### config.mk
export PLATFORM = sky130hd
export DESIGN_NAME = parity_frame_rx_flat
export DESIGN_NICKNAME = d
export VERILOG_FILES = /design/src/rtl/parity_frame_rx_pkg.sv /design/src/rtl/parity_frame_rx_if.sv /design/src/rtl/parity_frame_rx.sv /design/src/flat_wrapper.sv
export SDC_FILE = /design/constraint.sdc
export NUM_CORES = 1
export LEC_CHECK = 0
export ABC_AREA = 0
export CAP_MARGIN = 15
export CORE_MARGIN = 2
export CORE_UTILIZATION = 51
export CTS_CLUSTER_SIZE = 28
export DETAILED_ROUTE_END_ITERATION = 6
export HOLD_SLACK_MARGIN = 0.06
export PLACE_DENSITY = 0.76
export RECOVER_POWER = 50
export SLEW_MARGIN = 25
export SYNTH_ARGS = -nofsm -noshare
export SYNTH_HDL_FRONTEND = slang
export SYNTH_SLANG_ARGS = --single-unit
### constraint.sdc
create_clock -name clk -period 1.8 [get_ports clk]
set_input_delay 0.27 -clock clk [delete_from_list [all_inputs] [get_ports clk]]
set_output_delay 0.27 -clock clk [all_outputs]
set_load 0.05 [all_outputs]
### src/rtl/parity_frame_rx_pkg.sv
// Shared types and constants for the serial parity frame receiver.
package parity_frame_rx_pkg;

  // Receiver frame position; advances only on bit_tick.
  typedef enum logic [1:0] {
    IDLE   = 2'd0,
    DATA   = 2'd1,
    PARITY = 2'd2,
    STOP   = 2'd3
  } rx_state_e;

  // Expected value of the XOR over data bits plus parity bit.
  localparam logic PAR_EVEN = 1'b0;
  localparam logic PAR_ODD  = 1'b1;

endpackage

### src/rtl/parity_frame_rx_if.sv
// Serial input and parallel result bundle of the parity frame receiver.
interface parity_frame_rx_if #(
  parameter int DATA_W = 4
) ();

  logic              rx_in;
  logic              bit_tick;
  logic [DATA_W-1:0] data_out;
  logic              parity_out;
  logic              frame_valid;
  logic              parity_err;
  logic              frame_err;
  logic              busy;

  // Line/strobe source and result consumer.
  modport master (
    output rx_in, bit_tick,
    input  data_out, parity_out, frame_valid, parity_err, frame_err, busy
  );

  // The receiver itself.
  modport slave (
    input  rx_in, bit_tick,
    output data_out, parity_out, frame_valid, parity_err, frame_err, busy
  );

endinterface

### src/rtl/parity_frame_rx.sv
// Serial frame receiver: start bit, DATA_W data bits LSB first, parity bit,
// stop bit, all sampled on bit_tick. Presents the word in parallel with
// one-cycle valid / parity-error / framing-error pulses.
module parity_frame_rx
  import parity_frame_rx_pkg::*;
#(
  parameter int DATA_W   = 4,
  parameter int ODD_MODE = 0
) (
  input  logic             clk,
  input  logic             rst_n,
  parity_frame_rx_if.slave rx_bus
);

  localparam int                CNT_W    = $clog2(DATA_W + 1);
  localparam logic              PAR_EXP  = (ODD_MODE != 0) ? PAR_ODD : PAR_EVEN;
  localparam logic [CNT_W-1:0]  LAST_BIT = CNT_W'(DATA_W - 1);

  rx_state_e         state_q,  state_d;
  logic [CNT_W-1:0]  cnt_q,    cnt_d;
  logic [DATA_W-1:0] shift_q,  shift_d;
  logic              par_q,    par_d;
  logic [DATA_W-1:0] data_q,   data_d;
  logic              parity_q, parity_d;
  logic              valid_q,  valid_d;
  logic              perr_q,   perr_d;
  logic              ferr_q,   ferr_d;

  // Next-state and datapath: everything holds unless bit_tick is high.
  always_comb begin
    state_d  = state_q;
    cnt_d    = cnt_q;
    shift_d  = shift_q;
    par_d    = par_q;
    data_d   = data_q;
    parity_d = parity_q;
    valid_d  = 1'b0;
    perr_d   = 1'b0;
    ferr_d   = 1'b0;
    if (rx_bus.bit_tick) begin
      unique case (state_q)
        IDLE: begin
          if (!rx_bus.rx_in) begin
            cnt_d   = '0;
            state_d = DATA;
          end
        end
        DATA: begin
          shift_d = {rx_bus.rx_in, shift_q[DATA_W-1:1]};
          cnt_d   = cnt_q + CNT_W'(1);
          if (cnt_q == LAST_BIT) begin
            state_d = PARITY;
          end
        end
        PARITY: begin
          par_d   = rx_bus.rx_in;
          state_d = STOP;
        end
        STOP: begin
          // A low stop bit only flags the error; the low line is not
          // taken as the next start bit on this same tick.
          if (rx_bus.rx_in) begin
            data_d   = shift_q;
            parity_d = par_q;
            valid_d  = 1'b1;
            perr_d   = ((^{shift_q, par_q}) != PAR_EXP);
          end else begin
            ferr_d   = 1'b1;
          end
          state_d = IDLE;
        end
        default: state_d = IDLE;
      endcase
    end
  end

  // State register.
  always_ff @(posedge clk or negedge rst_n) begin
    if (!rst_n) begin
      state_q <= IDLE;
    end else begin
      state_q <= state_d;
    end
  end

  // Datapath and output registers.
  always_ff @(posedge clk or negedge rst_n) begin
    if (!rst_n) begin
      cnt_q    <= '0;
      shift_q  <= '0;
      par_q    <= 1'b0;
      data_q   <= '0;
      parity_q <= 1'b0;
      valid_q  <= 1'b0;
      perr_q   <= 1'b0;
      ferr_q   <= 1'b0;
    end else begin
      cnt_q    <= cnt_d;
      shift_q  <= shift_d;
      par_q    <= par_d;
      data_q   <= data_d;
      parity_q <= parity_d;
      valid_q  <= valid_d;
      perr_q   <= perr_d;
      ferr_q   <= ferr_d;
    end
  end

  assign rx_bus.data_out    = data_q;
  assign rx_bus.parity_out  = parity_q;
  assign rx_bus.frame_valid = valid_q;
  assign rx_bus.parity_err  = perr_q;
  assign rx_bus.frame_err   = ferr_q;
  assign rx_bus.busy        = (state_q != IDLE);

endmodule

### src/flat_wrapper.sv
// flat-port wrapper written by rule: the top's interface ports become plain ports
module parity_frame_rx_flat import parity_frame_rx_pkg::*;
#(
  parameter int DATA_W   = 4,
  parameter int ODD_MODE = 0
)
  (clk, rst_n, rx_bus_rx_in, rx_bus_bit_tick, rx_bus_data_out, rx_bus_parity_out, rx_bus_frame_valid, rx_bus_parity_err, rx_bus_frame_err, rx_bus_busy);
  parity_frame_rx_if #(.DATA_W(DATA_W)) rx_bus_i ();
  input  logic clk;
  input  logic rst_n;
  input wire logic [$bits(rx_bus_i.rx_in)-1:0] rx_bus_rx_in;
  input wire logic [$bits(rx_bus_i.bit_tick)-1:0] rx_bus_bit_tick;
  output wire logic [$bits(rx_bus_i.data_out)-1:0] rx_bus_data_out;
  output wire logic [$bits(rx_bus_i.parity_out)-1:0] rx_bus_parity_out;
  output wire logic [$bits(rx_bus_i.frame_valid)-1:0] rx_bus_frame_valid;
  output wire logic [$bits(rx_bus_i.parity_err)-1:0] rx_bus_parity_err;
  output wire logic [$bits(rx_bus_i.frame_err)-1:0] rx_bus_frame_err;
  output wire logic [$bits(rx_bus_i.busy)-1:0] rx_bus_busy;
  assign rx_bus_i.rx_in = rx_bus_rx_in;
  assign rx_bus_i.bit_tick = rx_bus_bit_tick;
  assign rx_bus_data_out = rx_bus_i.data_out;
  assign rx_bus_parity_out = rx_bus_i.parity_out;
  assign rx_bus_frame_valid = rx_bus_i.frame_valid;
  assign rx_bus_parity_err = rx_bus_i.parity_err;
  assign rx_bus_frame_err = rx_bus_i.frame_err;
  assign rx_bus_busy = rx_bus_i.busy;
  parity_frame_rx #(.DATA_W(DATA_W), .ODD_MODE(ODD_MODE)) u_core (.clk(clk), .rst_n(rst_n), .rx_bus(rx_bus_i));
endmodule
==> run metrics, run 1 <==
final setup margin 59.64 ps; clk slew on worst S/H paths 100 ps; Cells after Synth 62; slew margin rel. 38.86%; drt initial violations 6; Critical Path Fanout Max 2; synth warn 0; Fin. Hold Viols 0; maximum number of pins on one net before global-route repair 19; Reg2Reg Setup Slack 300 ps; Slew @ Worst Pin 917.1 ps; Synth area leader dfrtp_1; DRC errors left 0; drt total wl 1256 um; first-pass GRT wire length 2332 um; pwr/cell area 1968 mW/mm2; deepest clock path buffer count 2; clock root cell clkbuf_4; worst reg2reg path startpoint u_core.state_q[1]; Synth cell types 18; gr usage total 16.60%; Max IR drop VDD 895.7 uV; Worst R2R Path Depth 5; Congestion Overflow GR 0; layout cells sized above 1 21.52%; Yosys top cell area share 53.41%; final worst path period need 1740 ps; most common cell after layout, fill and taps aside dfrtp_1; Final TNS setup 0 ps; H-tree Lvls 1; outcome completed; post-synthesis sequential area ratio 53.41%; synthesized cell area 843.3 um2; critical path class flop to output pin; antenna fix cells 0; core area 0.001524 mm2; Place WS 199.8 ps; Tcrit/Tclk final 96.69%; Static Leak 0.4964 nW; WP buf/inv 1; Synthesized Nets 73; clock skew 2.745 ps; CP startpoint kind flop; initial antenna violation count 0; Final Power 2.024 mW; Ports 13; clock latency at the later pin of the worst-skew pair 280 ps; crit path max-delay cell type clkdlybuf4s50_1; Worst R2R End u_core.state_q[1]; Post-CTS Setup Bufs 0; MaxCap Viol Count 0; Hold Crit Depth 1; hold_sp u_core.cnt_q[0]; die footprint 0.001995 mm2; Hold Path Class flop to flop; final instance area 0.001028 mm2; Sink Count 18; vias per cell 5.032; area grow syn2layout 21.96%; cell family with most CP delay buffers and inverters; DR pass1 iterations 3; Req. time, crit path 1530 ps; via count 478; IO buf count 12; CP arrival 1470 ps; Wirelength per Cell 13.22 um; post-route ant nets 0; Inserted Clock Buffers 3; CP Capture Type output pin; CTS tree done; Layout fillers 108; post-CTS resize count 0; Horiz. Die Dim 44.67 um; vias in the first global route 491; hold_buf cts 0; dpl cell area 0.001001 mm2; Detailed Place HPWL 915.8 um; unrepaired setup endpoints after global routing no; CP peak stage delay 810 ps; most frequent cells in the layout 18 x dfrtp_1, 10 x clkdlybuf4s50_1, 8 x mux2_2, 7 x inv_1, 7 x ha_1; Final GP Congestion 0.6789; starting density of the core 55.34%; Hold EP u_core.cnt_q[0]; FP Rows 14; NumNets Final 91; critical-path cell list clkdlybuf4s50_1; Die Y 44.67 um; max frequency 574.6 MHz; Pins Over Slew Limit 0; Synth area leaders dfrtp_1 53%, mux2_2 11%, ha_1 10%; Avg Cell Area, Syn 13.60 um2; #FFs+latches synth 18; final setup vio count 0
## cells by family after synthesis
group	count (synthesis)	share of synthesized area [%]
buf+inv	7	3.116
compound gates	5	5.935
flops	18	53.41
simple gates	9	4.895
xor+xnor	3	4.748
mux	13	17.51
fa+ha+maj	7	10.39
## cells in the mapped netlist, drive strengths merged
cell type	number
inv	7
xnor2	2
mux2i	2
xnor3	1
nand3	2
ha	7
nand2	4
nor2	3
dfrtp	18
mux2	11
o22ai	1
o21ai	2
a21boi	2
## power by group
part,leakage [nW],switching (mW),internal (mW)
Clock,0.0210,0.119,0.123
Sequential,0.225,0.122,0.583
Combinational,0.250,0.577,0.499
## area by class of cell
type                            instances  area (um2)  area share [%]
Clock buffer                            4       36.28           3.528
Inverter                                7       26.28           2.555
Multi-Input combinational cell         37       361.6           35.16
Sequential cell                        18       450.4           43.80
Tap cell                               16       20.02           1.946
Timing Repair Buffer                   13       133.9           13.02
## sequential cells by signal, indices dropped and copies added, names as in the netlist
| signal | cells |
|---|---|
| u_core.shift_q | 4 |
| u_core.state_q | 2 |
| u_core.rx_bus.frame_err | 1 |
| u_core.rx_bus.parity_out | 1 |
| u_core.rx_bus.frame_valid | 1 |
| u_core.par_q | 1 |
| u_core.rx_bus.data_out | 4 |
| u_core.rx_bus.parity_err | 1 |
| u_core.cnt_q | 3 |
## stage by stage
| stage | util, % | hold slack [ps] | std cells |
|---|---|---|---|
| floorplan | - | -25.59 | 62 |
| global placement | 65.68 | 470.5 | 91 |
| detailed placement | 65.68 | 497.0 | 91 |
| CTS | 68.06 | 297.3 | 95 |
| global route | 67.49 | 537.9 | 95 |
| finish | 67.49 | 502.2 | 95 |
## layer usage
metal / global-route usage, % / routed length [um]
met4: 9.091 / 10
met1: 25.47 / 624
met3: 2.857 / 55
met2: 22.03 / 567
met5: 0 / 0
## how the worst max path moves through the flow
| stage | to | slack, ps | depth (start not counted) | from |
|---|---|---|---|---|
| 2_1_floorplan | u_core.cnt_q[2] | 410 | 5 | u_core.state_q[0] |
| 3_3_place_gp | u_core.state_q[1] | 190 | 4 | rx_bus_bit_tick |
| 3_5_place_dp | u_core.state_q[1] | 200 | 4 | rx_bus_bit_tick |
| 4_1_cts | rx_bus_data_out[3] | 50 | 1 | u_core.rx_bus.data_out[3] |
| 5_1_grt | rx_bus_data_out[3] | 8 | 1 | u_core.rx_bus.data_out[3] |
| 6_report | rx_bus_data_out[3] | 60 | 1 | u_core.rx_bus.data_out[3] |
No activity file was read; power rests on OpenSTA's default activity.
==> run 2: changes to the inputs <==
--- a/config.mk
+++ b/config.mk
@@ -6,6 +6,7 @@
 export NUM_CORES = 1
 export LEC_CHECK = 0
 export ABC_AREA = 0
+export ABC_CLOCK_PERIOD_IN_PS = 1800
 export CAP_MARGIN = 15
 export CORE_MARGIN = 2
 export CORE_UTILIZATION = 51
@@ -14,6 +15,7 @@
 export HOLD_SLACK_MARGIN = 0.06
 export PLACE_DENSITY = 0.76
 export RECOVER_POWER = 50
+export SETUP_SLACK_MARGIN = 0.05
 export SLEW_MARGIN = 25
 export SYNTH_ARGS = -nofsm -noshare
 export SYNTH_HDL_FRONTEND = slang
==> run metrics, run 2 (synthesized netlist as in run 1, its figures left out) <==
CP peak stage delay 800 ps; Hold Path Class flop to flop; CP arrival 1430 ps; starting density of the core 55.34%; Final TNS setup 0 ps; final setup vio count 0; final instance area 0.001039 mm2; post-route ant nets 0; Sink Count 18; clock root cell clkbuf_4; slew margin rel. 39.96%; vias per cell 5.053; first-pass GRT wire length 2332 um; Horiz. Die Dim 44.67 um; Inserted Clock Buffers 3; critical-path cell list clkdlybuf4s50_1; gr usage total 16.60%; Congestion Overflow GR 0; area grow syn2layout 23.15%; Static Leak 0.5428 nW; critical path class flop to output pin; FP Rows 14; Ports 13; Max IR drop VDD 876.4 uV; Die Y 44.67 um; via count 480; Tcrit/Tclk final 94.37%; core area 0.001524 mm2; deepest clock path buffer count 2; final worst path period need 1699 ps; max frequency 588.7 MHz; DRC errors left 0; Final GP Congestion 0.6789; CP Capture Type output pin; clock latency at the later pin of the worst-skew pair 280 ps; cell family with most CP delay buffers and inverters; clock skew 4.931 ps; vias in the first global route 491; Critical Path Fanout Max 2; maximum number of pins on one net before global-route repair 19; most frequent cells in the layout 18 x dfrtp_1, 8 x mux2_2, 7 x inv_1, 7 x ha_1, 6 x clkdlybuf4s50_1; final setup margin 101.3 ps; Layout fillers 105; drt initial violations 6; Pins Over Slew Limit 0; clk slew on worst S/H paths 90 ps; Req. time, crit path 1530 ps; layout cells sized above 1 21.52%; WP buf/inv 1; Fin. Hold Viols 0; Wirelength per Cell 13.04 um; antenna fix cells 0; NumNets Final 91; H-tree Lvls 1; most common cell after layout, fill and taps aside dfrtp_1; worst hold slack 500.9 ps; pwr/cell area 1939 mW/mm2; CP startpoint kind flop; outcome completed; MaxCap Viol Count 0; die footprint 0.001995 mm2; hold_buf cts 0; Detailed Place HPWL 915.8 um; drt total wl 1239 um; Slew @ Worst Pin 900.6 ps; IO buf count 12; initial antenna violation count 0; unrepaired setup endpoints after global routing no; Place WS 199.8 ps; crit path max-delay cell type clkdlybuf4s50_1; DR pass1 iterations 3; dpl cell area 0.001001 mm2; CTS tree done
run 2: final timing paths:
kind	startpoint	end	slack, ps	depth (start not counted)
hold reg to reg	u_core.cnt_q[0]	u_core.cnt_q[0]	500	1
setup reg to reg	u_core.state_q[1]	u_core.state_q[1]	300	5
setup / recovery	u_core.rx_bus.parity_out	rx_bus_parity_out	100	1
max in group asynchronous	rst_n	u_core.rx_bus.data_out[1]	640	2
min in group asynchronous	rst_n	u_core.cnt_q[2]	610	2
hold / removal	u_core.cnt_q[0]	u_core.cnt_q[0]	500	1
run 2: layout make-up:
cell class | instances | area, um2 | area share (%)
flip-flops and latches | 18 | 450.4 | 43.37
multi-input cells | 37 | 361.6 | 34.82
repair buffers | 13 | 143.9 | 13.86
clock buffers | 4 | 36.28 | 3.494
inverters | 7 | 26.28 | 2.530
well taps | 16 | 20.02 | 1.928
run 2: per-layer routing:
metal	up-vias	GRT usage (%)	wire length, um
met2	9	22.03	571
met3	2	2.857	54
met5	-	0	0
met1	227	25.47	604
met4	0	9.091	10
li1	242	-	-
run 2: repair_timing:
action | CTS | global route
setup buffers | 0 | 0
setup endpoints to repair | 0 | 4
gates resized for setup | 0 | 4
run 2: metrics by stage:
stage | power (mW) | instances | util (%)
2_1_floorplan | 1.485 | 62 | -
3_3_place_gp | 1.778 | 91 | 65.68
3_5_place_dp | 1.799 | 91 | 65.68
4_1_cts | 2.058 | 95 | 68.06
5_1_grt | 2.170 | 95 | 68.14
6_report | 2.014 | 95 | 68.14
run 2: power by group:
group          switching, mW  internal [mW]  leakage (nW)
clock                  0.118          0.123        0.0210
combinational          0.576          0.495         0.296
sequential             0.120          0.583         0.225
==> run 3: changes to the inputs <==
--- a/config.mk
+++ b/config.mk
@@ -8,6 +8,7 @@
 export ABC_AREA = 0
 export ABC_CLOCK_PERIOD_IN_PS = 1800
 export CAP_MARGIN = 15
+export CORE_ASPECT_RATIO = 0.8
 export CORE_MARGIN = 2
 export CORE_UTILIZATION = 51
 export CTS_CLUSTER_SIZE = 28
==> run metrics, run 3 (synthesized netlist as in run 1, its figures left out) <==
WP buf/inv 1; CP Capture Type output pin; Slew @ Worst Pin 912.6 ps; most common cell after layout, fill and taps aside dfrtp_1; most frequent cells in the layout 18 x dfrtp_1, 8 x mux2_2, 7 x inv_1, 7 x ha_1; clk slew on worst S/H paths 90 ps; Critical Path Fanout Max 1; Sink Count 18; worst hold slack 502.4 ps; Congestion Overflow GR 0; slew margin rel. 39.16%; NumNets Final 91; FP Rows 13; area grow syn2layout 22.70%; DRC errors left 0; fin util 64.91%; CP peak stage delay 790 ps; clock root cell clkbuf_4; drt initial violations 11; pwr/cell area 1898 mW/mm2; cell family with most CP delay buffers and inverters; IO buf count 12; die footprint 0.001997 mm2; drt total wl 1301 um; Die Y 40.37 um; CP arrival 1430 ps; Max IR drop VDD 950.0 uV; critical-path cell list clkdlybuf4s50_1; H-tree Lvls 1; Final GP Congestion 0.7657; Final Power 1.964 mW; maximum number of pins on one net before global-route repair 19; gr usage total 15.76%; Inserted Clock Buffers 3; Tcrit/Tclk final 94.28%; Post-CTS Setup Bufs 0; Final TNS setup 0 ps; Detailed Place HPWL 986 um; clock latency at the later pin of the worst-skew pair 290 ps; critical path class flop to output pin; Static Leak 0.5467 nW; Horiz. Die Dim 49.47 um; MaxCap Viol Count 0; final setup vio count 0; Wirelength per Cell 13.01 um; non-filler cells, final 100; outcome completed; CTS tree done; Ports 13; Placed Cells incl. Taps 97; clock skew 4.785 ps; deepest clock path buffer count 2; Req. time, crit path 1530 ps; unrepaired setup endpoints after global routing no; vias per cell 4.920; final worst path period need 1697 ps; Hold Path Class flop to flop; via count 492; crit path max-delay cell type clkdlybuf4s50_1; DR pass1 iterations 4; post-route ant nets 0; Pins Over Slew Limit 0; core area 0.001594 mm2; starting density of the core 52.90%; first-pass GRT wire length 2187 um; CP startpoint kind flop; Fin. Hold Viols 0; antenna fix cells 0; max frequency 589.3 MHz; initial antenna violation count 0; layout cells sized above 1 20.51%; vias in the first global route 465
## run 3: cell types whose count changed in the layout (fill, tap and decap cells not counted)
cell and delta:
dlymetal6s2s_1 +1, clkdlybuf4s50_1 -1, clkbuf_8 -1
## run 3: metrics by stage
| stage | cell area [um2] | worst slack, ps |
|---|---|---|
| after global placement | 1008 | 209.3 |
| final | 1035 | 103.0 |
| after global routing | 1035 | 53.78 |
| after floorplan | 843.3 | 407.7 |
| after detailed placement | 1008 | 187.0 |
| after CTS | 1031 | 65.32 |
## run 3: final timing paths
| kind | startpoint | cells past startpoint | endpoint | slack [ps] |
|---|---|---|---|---|
| worst max-delay path | u_core.rx_bus.parity_err | 1 | rx_bus_parity_err | 100 |
| worst min-delay path | u_core.rx_bus.data_out[3] | 1 | u_core.rx_bus.data_out[3] | 500 |
| worst max register to register | u_core.state_q[1] | 5 | u_core.state_q[1] | 300 |
| worst min register to register | u_core.rx_bus.data_out[3] | 1 | u_core.rx_bus.data_out[3] | 500 |
| max in group asynchronous | rst_n | 2 | u_core.cnt_q[2] | 630 |
| min in group asynchronous | rst_n | 2 | u_core.rx_bus.parity_err | 620 |
## run 3: routing by layer
metal | share of wire [%] | track usage [%] | vias up
met3 | 4.1 | 5.597 | 2
met5 | 0 | 0 | -
met4 | 0.69 | 4.167 | 0
li1 | - | - | 243
met2 | 46 | 25.68 | 10
met1 | 49 | 20.62 | 237
## run 3: repair_timing
action	in CTS	in global routing
hold endpoints to repair	0	0
endpoints found under the setup margin	0	5
resized for setup	0	5
hold buffers	0	0
## run 3: power by group
part / switching, mW / internal (mW) / leakage (nW)
Combinational: 0.575 / 0.493 / 0.308
Clock: 0.111 / 0.0777 / 0.0138
Sequential: 0.124 / 0.583 / 0.225
## run 3: cell type report
| type | count | area, um2 |
|---|---|---|
| clock buffers | 3 | 22.52 |
| fillers | 144 | 559.3 |
| inverters | 7 | 26.28 |
| multi-input cells | 37 | 361.6 |
| flip-flops and latches | 18 | 450.4 |
| well taps | 22 | 27.53 |
| repair buffers | 13 | 146.4 |
